**config.mk**
```make
export PLATFORM = sky130hd
export DESIGN_NAME = valid_ready_credit_transmitter
export DESIGN_NICKNAME = d
export VERILOG_FILES = /design/src/rtl/valid_ready_credit_transmitter.sv
export SDC_FILE = /design/constraint.sdc
export NUM_CORES = 1
export LEC_CHECK = 0
export ABC_AREA = 1
export CAP_MARGIN = 10
export CELL_PAD_IN_SITES_DETAIL_PLACEMENT = 0
export CELL_PAD_IN_SITES_GLOBAL_PLACEMENT = 1
export CORE_ASPECT_RATIO = 0.75
export CORE_MARGIN = 1.5
export CORE_UTILIZATION = 28
export CTS_CLUSTER_DIAMETER = 120
export DETAILED_ROUTE_END_ITERATION = 16
export GPL_TIMING_DRIVEN = 0
export PLACE_DENSITY_LB_ADDON = 0.1
export SYNTH_ARGS = -nofsm -noshare
export SYNTH_HDL_FRONTEND = slang
export SYNTH_SLANG_ARGS = --single-unit
```
**constraint.sdc**
```tcl
create_clock -name clock -period 2.46 [get_ports clock]
set_input_delay 0.615 -clock clock [delete_from_list [all_inputs] [get_ports clock]]
set_output_delay 0.615 -clock clock [all_outputs]
set_load 0.01 [all_outputs]
```
**src/rtl/valid_ready_credit_transmitter.sv**
```systemverilog
`default_nettype none
// ============================================================================
// valid_ready_credit_transmitter : credit-counted link transmitter, no ready wire
// Rev 1.0
// ============================================================================
module valid_ready_credit_transmitter #(
  parameter int WIDTH        = 8,
  parameter int CREDITS      = 4,
  parameter int CREDITS_LOG2 = $clog2(CREDITS)
) (
  input  logic                      clock,
  input  logic                      resetn,
  input  logic                      flush,
  input  logic [WIDTH-1:0]          in_data,
  input  logic                      in_valid,
  output logic                      in_ready,
  output logic [WIDTH-1:0]          out_data,
  output logic                      out_valid,
  input  logic                      credit_return_valid,
  input  logic [CREDITS_LOG2:0]     credit_return_count,
  output logic [CREDITS_LOG2:0]     credit_count,
  output logic                      idle,
  output logic                      credit_error
);

  localparam int c_CW = CREDITS_LOG2 + 1;
  localparam int c_NW = CREDITS_LOG2 + 2;
  localparam logic [c_CW-1:0] c_FULL   = c_CW'(CREDITS);
  localparam logic [c_NW-1:0] c_FULL_N = c_NW'(CREDITS);

  logic [c_CW-1:0]  r_count;
  logic [WIDTH-1:0] r_out_data;
  logic             r_out_valid;
  logic             r_err;

  logic             w_xfer;
  logic [c_NW-1:0]  w_ret;
  logic [c_NW-1:0]  w_sum;
  logic             w_ovf;
  logic [c_CW-1:0]  w_next;

  assign in_ready = (r_count != '0);
  assign w_xfer   = in_valid & in_ready;

  // One extra bit of headroom so an over-return is visible before saturation.
  always_comb begin
    w_ret  = credit_return_valid ? {1'b0, credit_return_count} : '0;
    w_sum  = {1'b0, r_count} - {{(c_NW-1){1'b0}}, w_xfer} + w_ret;
    w_ovf  = (w_sum > c_FULL_N);
    w_next = w_ovf ? c_FULL : w_sum[c_CW-1:0];
  end

  always_ff @(posedge clock or negedge resetn) begin
    if (!resetn) begin
      r_count     <= c_FULL;
      r_out_data  <= '0;
      r_out_valid <= 1'b0;
      r_err       <= 1'b0;
    end else if (flush) begin
      r_count     <= c_FULL;
      r_out_valid <= 1'b0;
      r_err       <= 1'b0;
    end else begin
      r_count     <= w_next;
      r_out_valid <= w_xfer;
      if (w_xfer) r_out_data <= in_data;
      if (w_ovf)  r_err      <= 1'b1;
    end
  end

  assign out_data     = r_out_data;
  assign out_valid    = r_out_valid;
  assign credit_count = r_count;
  assign credit_error = r_err;
  assign idle         = (r_count == c_FULL) & ~r_out_valid;

  a_credit_bound: assert property (@(posedge clock) disable iff (!resetn) r_count <= c_FULL);

endmodule
`default_nettype wire

```
==> results of run 1 <==
[worst register-to-register path: stages, from the launching register on]
cell and delay [ps]:
dfstp_2 560, inv_2 60, a21boi_4 150, ha_1 250, inv_2 70, ha_4 130, fa_1 420, inv_2 70
nand2_1 60, nand3_2 70, nand3_2 80, nor2_1 110, nor2_1 50
[what timing repair did]
| item | 4_1_cts | 5_1_grt |
|---|---|---|
| setup endpoints to repair | 4 | 4 |
| gates resized for setup | 2 | 5 |
| pin swaps | 0 | 2 |
| buffers inserted | 1 | 0 |
[report_power, final]
| group | internal [mW] | switching [mW] |
|---|---|---|
| clock | 0.0628 | 0.0687 |
| combinational | 0.383 | 0.393 |
| sequential | 0.292 | 0.0557 |
| total | 0.738 | 0.518 |
[layer usage]
metal,global-route usage (%),up-vias,wire length (um)
met5,0,-,0
met4,2.55,0,0
met1,17.3,263,820
met3,6.34,0,148
li1,-,340,-
met2,13.9,25,527
[state kept, by name, indices dropped and copies added, names as in the netlist]
signal and cells:
out_data 8, out_valid 1, credit_count 3, credit_error 1
[per-stage QoR]
| step | utilization, % | instances |
|---|---|---|
| global route | 47.4 | 157 |
| global placement | 44.9 | 152 |
| finish | 47.4 | 157 |
| CTS | 46.9 | 157 |
| floorplan | - | 88 |
| detailed placement | 44.9 | 152 |
[placed cells by master (no fill, tap or decap)]
master and n:
a21oi_1 1, clkinv_4 1, nor2_2 1, dfstp_2 1
fa_1 1, inv_2 4, nand3_2 2, clkbuf_4 3
clkbuf_1 1, nand3_1 3, nand2_1 36, clkdlybuf4s50_1 29
nand2_4 1, a21boi_4 1, dlymetal6s2s_1 1, inv_1 10
dfrtp_1 12, buf_4 1, ha_1 5, nand4_1 1
ha_4 1, nor4_1 1, nor2_1 6
[cells by family (layout without fill, tap and decap cells)]
| logic type | Yosys count | after routing | synth area share, % |
|---|---|---|---|
| fa+ha+maj | 7 | 7 | 13.2 |
| compound gates | 2 | 2 | 3.30 |
| flops | 13 | 13 | 45.4 |
| buf+inv | 15 | 50 | 8.52 |
| simple gates | 51 | 51 | 29.6 |
[how the worst max path moves through the flow]
stage | startpoint | endpoint | slack (ps) | cells after the start
2_1_floorplan | in_valid | credit_error | 250 | 11
3_3_place_gp | in_valid | credit_error | -360 | 12
3_5_place_dp | in_valid | credit_error | -380 | 12
4_1_cts | in_valid | credit_error | 20 | 12
5_1_grt | in_valid | credit_error | 2 | 12
6_report | in_valid | credit_error | 80 | 12
[layout make-up]
cell class	count	area (um^2)	share of cell area (%)
tap	34	42.5	3.79
sequential	13	327	29.1
timing repair buffer	31	310	27.7
inverter	15	61.3	5.47
multi-input combinational	60	354	31.6
clock buffer	4	26.3	2.34
==> run metrics, run 1 <==
status finished, final reports clean; Starting Density between 30 and 40%; top area cells in the synthesized netlist dfrtp_1, nand2_1, ha_1, inv_1, dfstp_2; first-pass GRT wire length 2300 um; Hold Crit Depth 2; Chip Height between 40 and 50 um; Yosys Warn Count 0; Hold Vio Cnt, Final 0; synth unique cells 16; Synth top area share a little over two fifths; data arrival time of the critical path between 2000 and 3000 ps; Design Power 1.26 mW; htree depth 1; hold_ws between 400 and 500 ps; leakage roughly 0.57 nW; total gr overflow 0; drt pass-1 iters 3; IO buf count 30; pin count of the biggest net entering global routing 14; fin crit share 96.9%; Peak Freq 420 MHz; Tightest Hold Check Type reg2reg; slew of the pin with the lowest slew margin ~590 ps; # clock sinks 13; nets between 100 and 150; I/O pin count 31; Post-Route WL approximately 1500 um; Synth Flop Type dfrtp_1; setup TNS 0 ps; DR iter-0 viols 9; r2r worst-path depth 12; RSZ-0062 raised after global routing false; number of synthesized flops with an enable pin 0; CTS clk-pin slew, worst paths about 80 ps; Mapped Area a little over 700 um^2; Post-Syn Nets 111; largest incremental delay on the critical path ~460 ps; element type at the critical path start input pin; Mean Syn Cell Area a little over 8 um^2; post-synth top area cell dfrtp_1; Crit Path Class in2reg; Max Cap Violations 0; hold_buf cts 0; initial antenna violation count 0; post-detail-place hpwl approximately 1200 um; CTS tree yes; ys async rst share between 90% and 100%; number of CTS-inserted buffers 3; CP Capture Type flip-flop; cell with the most instances after synthesis nand2_1; R2R Setup Slk approximately 280 ps; Critical Path, Cell by Cell clkdlybuf4s50_1 > a21boi_4 > ha_1 > inv_2 > ha_4 > fa_1 > inv_2 > nand2_1 > nand3_2 > nand3_2 > nor2_1 > nor2_1; wire length per cell ~9.5 um; worst path bufs/invs 3; Worst slew margin between 60% and 70%; Core Footprint around 2400 um^2; worst hold path startpoint out_data[5]; fin crit period approximately 2400 ps; die width 61.5 um; routability cong. roughly 0.75; Worst Path Required between 2000 and 3000 ps; Final Cell Area between 1000 and 1500 um^2; FF-to-FF End credit_error; Worst R2R Start credit_count[2]; antenna-violating nets left 0; power per cell area 1120 nW/um^2; critical-path maximum fanout 3; layout cells sized above 1 13.0%; # fillers 248; Area after DPL ~1100 um^2; clock buffer depth 2; flops & latches, synth 13; GR Util All Layers around 11%; family with the most delay on the worst path adder cells; final-report setup violation count 0; num rows 15; Setup Skew approximately 4.2 ps; post-synthesis sequential area ratio a little under half; Area Overhead vs Synth 55.8%; crit path setup slack, layout about 77 ps; Clk Latency, worst-skew pair 270 ps; Via density 4.00; vias in the first global route slightly above 500; Die ar. between 2000 and 3000 um^2; dpl ws -376 ps; ANT cells 0; most frequent cells after synthesis nand2_1, dfrtp_1, inv_1; CTS Root Cell clkbuf_4; DR vias ~630; max-slew violations 0; slowest CP cell clkdlybuf4s50_1; Mapped Cells 88; number of remaining DRC errors 0; hold path endpoint out_data[5]; Worst VDD drop roughly 420 uV
Power figures use the tool's default switching activity.
==> run 2, diff against run 1 <==
--- a/config.mk
+++ b/config.mk
@@ -7,3 +7,2 @@
 export LEC_CHECK = 0
-export ABC_AREA = 1
 export CAP_MARGIN = 10
@@ -13,3 +12,3 @@
 export CORE_MARGIN = 1.5
-export CORE_UTILIZATION = 28
+export CORE_UTILIZATION = 31
 export CTS_CLUSTER_DIAMETER = 120
==> constraint.sdc (replaced) <==
create_clock -name clock -period 2.6 [get_ports clock]
set_input_delay 0.39 -clock clock [delete_from_list [all_inputs] [get_ports clock]]
set_output_delay 0.39 -clock clock [all_outputs]
set_load 0.01 [all_outputs]
==> run metrics, run 2 <==
Synth top area share a little over two fifths; CTS Root Cell clkbuf_4; synth unique cells 21; Tightest Hold Check Type in2async; max-slew violations 0; slowest CP cell dfrtp_1; drt pass-1 iters 2; Starting Density between 30% and 40%; Cells after DPL about 110; htree depth 1; CP dominant cell by count ha_1; Critical Path, Cell by Cell o31a_1 > ha_1 > inv_1 > ha_1 > fa_1 > xnor2_1 > o2bb2ai_1 > a31o_2; leakage just over 0.5 nW; family with the most delay on the worst path adder cells; layout cells sized above 1 ~16%; dpl ws -61.9 ps; Mapped Area 714 um^2; wire length per cell around 13 um; number of CTS-inserted buffers 3; status finished, final reports clean; Chip Height between 40 and 50 um; power per cell area about 940 nW/um^2; post_cts resized 0; I/O pin count 31; Max Cap Violations 0; antenna-violating nets left 0; ANT cells 0; CP Depth 8; Post-Route WL about 1500 um; Clk Latency, worst-skew pair between 200 and 300 ps; nets approximately 120; DR vias approximately 530; Core Footprint 2080 um^2; largest incremental delay on the critical path around 450 ps; area of the multi-input gates 347 um^2; GR Util met3 approximately 6.7%; total gr overflow 0; Die ar. approximately 2600 um^2; final-report setup violation count 0; worst path bufs/invs 1; M1 GR Usage between 10% and 20%; commonest non-fill, non-tap cell in the layout clkdlybuf4s50_1; Mapped Cells 58; Most Crowded Layer GR met2; ys async rst share 100%; Worst slew margin roughly three fifths; routability cong. between 0.7 and 0.8; Peak Freq 403 MHz; Via density roughly 4.6; CP Capture Type flip-flop; data arrival time of the critical path ~2700 ps; # fillers between 200 and 250; Final Cell Area around 1100 um^2; Mean Syn Cell Area ~12 um^2; vias in the first global route a little over 500; element type at the critical path start flip-flop; # clock sinks 13; Yosys Warn Count 0; Post-Syn Nets slightly above 80; DR iter-0 viols 9; CTS tree yes; IO buf count 30; RSZ-0062 raised after global routing false; post-synthesis sequential area ratio between 40% and 50%; Post-Layout Cell Count ~120; Worst Path Required between 2000 and 3000 ps; hold_ws 475 ps; post-synth top area cell dfrtp_1; fin crit share 95.4%; Crit Path Class reg2reg; die width a little under 60 um; CTS clk-pin slew, worst paths approximately 80 ps; FF+latch area ~330 um^2; r2r worst-path depth 8; Worst VDD drop 383 uV; flops & latches, synth 13; most frequent cells after synthesis dfrtp_1, inv_1, mux2_4; num rows 14; Hold Vio Cnt, Final 0; pin count of the biggest net entering global routing 14; critical-path maximum fanout 5; top area cells in the synthesized netlist dfrtp_1, mux2_4, ha_1, inv_1, dfstp_2; first-pass GRT wire length ~2400 um; Setup Skew about 4.2 ps; Area after DPL between 1000 and 1500 um^2; number of remaining DRC errors 0; clock buffer depth 2; slew of the pin with the lowest slew margin around 580 ps; Synth Flop Type dfrtp_1; crit path setup slack, layout around 120 ps; Setup Buffers After CTS 0; post-detail-place hpwl 1160 um; met2 usage 18.4%; number of synthesized flops with an enable pin 0; most frequent cells in the layout clkdlybuf4s50_1, dfrtp_1, inv_1, mux2_4, ha_1; initial antenna violation count 0; hold_buf cts 0; Area Overhead vs Synth 49.9%; max FFs per register 8; cell with the most instances after synthesis dfrtp_1; Design Power a little over 1 mW; GR Util All Layers between 10% and 20%; fin crit period ~2500 ps
## run 2: changes by cell type after synthesis, sizes merged, moves of 2 or more
cell / before / now
inv: 14 / 8
nor2: 7 / 0
mux2: 0 / 8
or3: 0 / 2
nand2: 37 / 4
a21o: 0 / 2
nand3: 5 / 2
## run 2: logic make-up (layout without fill, tap and decap cells)
logic type,after synthesis,after routing,synth area share (%)
XOR/XNOR,1,1,1.23
buffers and inverters,9,43,5.78
adder cells (fa/ha/maj),7,7,13.3
flip-flops,13,13,45.7
AND/OR/NAND/NOR,11,11,8.23
AO/OA/AOI/OAI,9,9,8.93
multiplexers,8,8,16.8
## run 2: metrics by stage
step	util, %	setup TNS (ps)
5_1_grt	51.4	0
6_report	51.4	0
3_5_place_dp	50.1	-61.9
2_1_floorplan	-	0
4_1_cts	51.4	0
3_3_place_gp	50.1	-44.8
## run 2: path summary, 6_finish.rpt
| kind | end | slack, ps | start |
|---|---|---|---|
| min reg2reg | out_data[2] | 510 | out_data[2] |
| max in group asynchronous | out_data[1] | 1750 | resetn |
| max | credit_error | 120 | credit_count[0] |
| max reg2reg | credit_error | 120 | credit_count[0] |
| min | out_data[3] | 480 | resetn |
| min in group clock | out_data[2] | 510 | out_data[2] |
## run 2: where the power goes
group | internal [mW] | switching, mW | total (mW)
Sequential | 0.275 | 0.0493 | 0.324
Combinational | 0.331 | 0.226 | 0.556
Clock | 0.0595 | 0.0669 | 0.126
## run 2: per-layer routing
metal  up-vias  wire (um)  share of wire, %
met5         -          0                 0
met4         0         11              0.72
met3         2        161                11
met2        24        592                39
met1       241        762                50
li1        266          -                 -
## run 2: cell type report
type	instances	share of cell area, %
Buffer	1	1.05
Multi-Input combinational cell	36	32.4
Inverter	8	2.80
Timing Repair Buffer	30	28.0
Tap cell	24	2.80
Sequential cell	13	30.5
Clock buffer	4	2.45
==> run 3, diff against run 2 <==
Clock period 2.6 ns to 2.65 ns, I/O delays scaled along.
==> results of run 3 <==
The final DEF is identical to that of run 2. Status: finished, final reports clean.
Among the figures that moved: setup slack after placement -61.9 ps -> -19.4 ps; setup slack after layout 120 ps -> 170 ps; hold slack 475 ps -> 483 ps; register-to-register setup slack 120 ps -> 170 ps; total power 1.01 mW -> 0.988 mW; worst IR drop on VDD 383 uV -> 375 uV
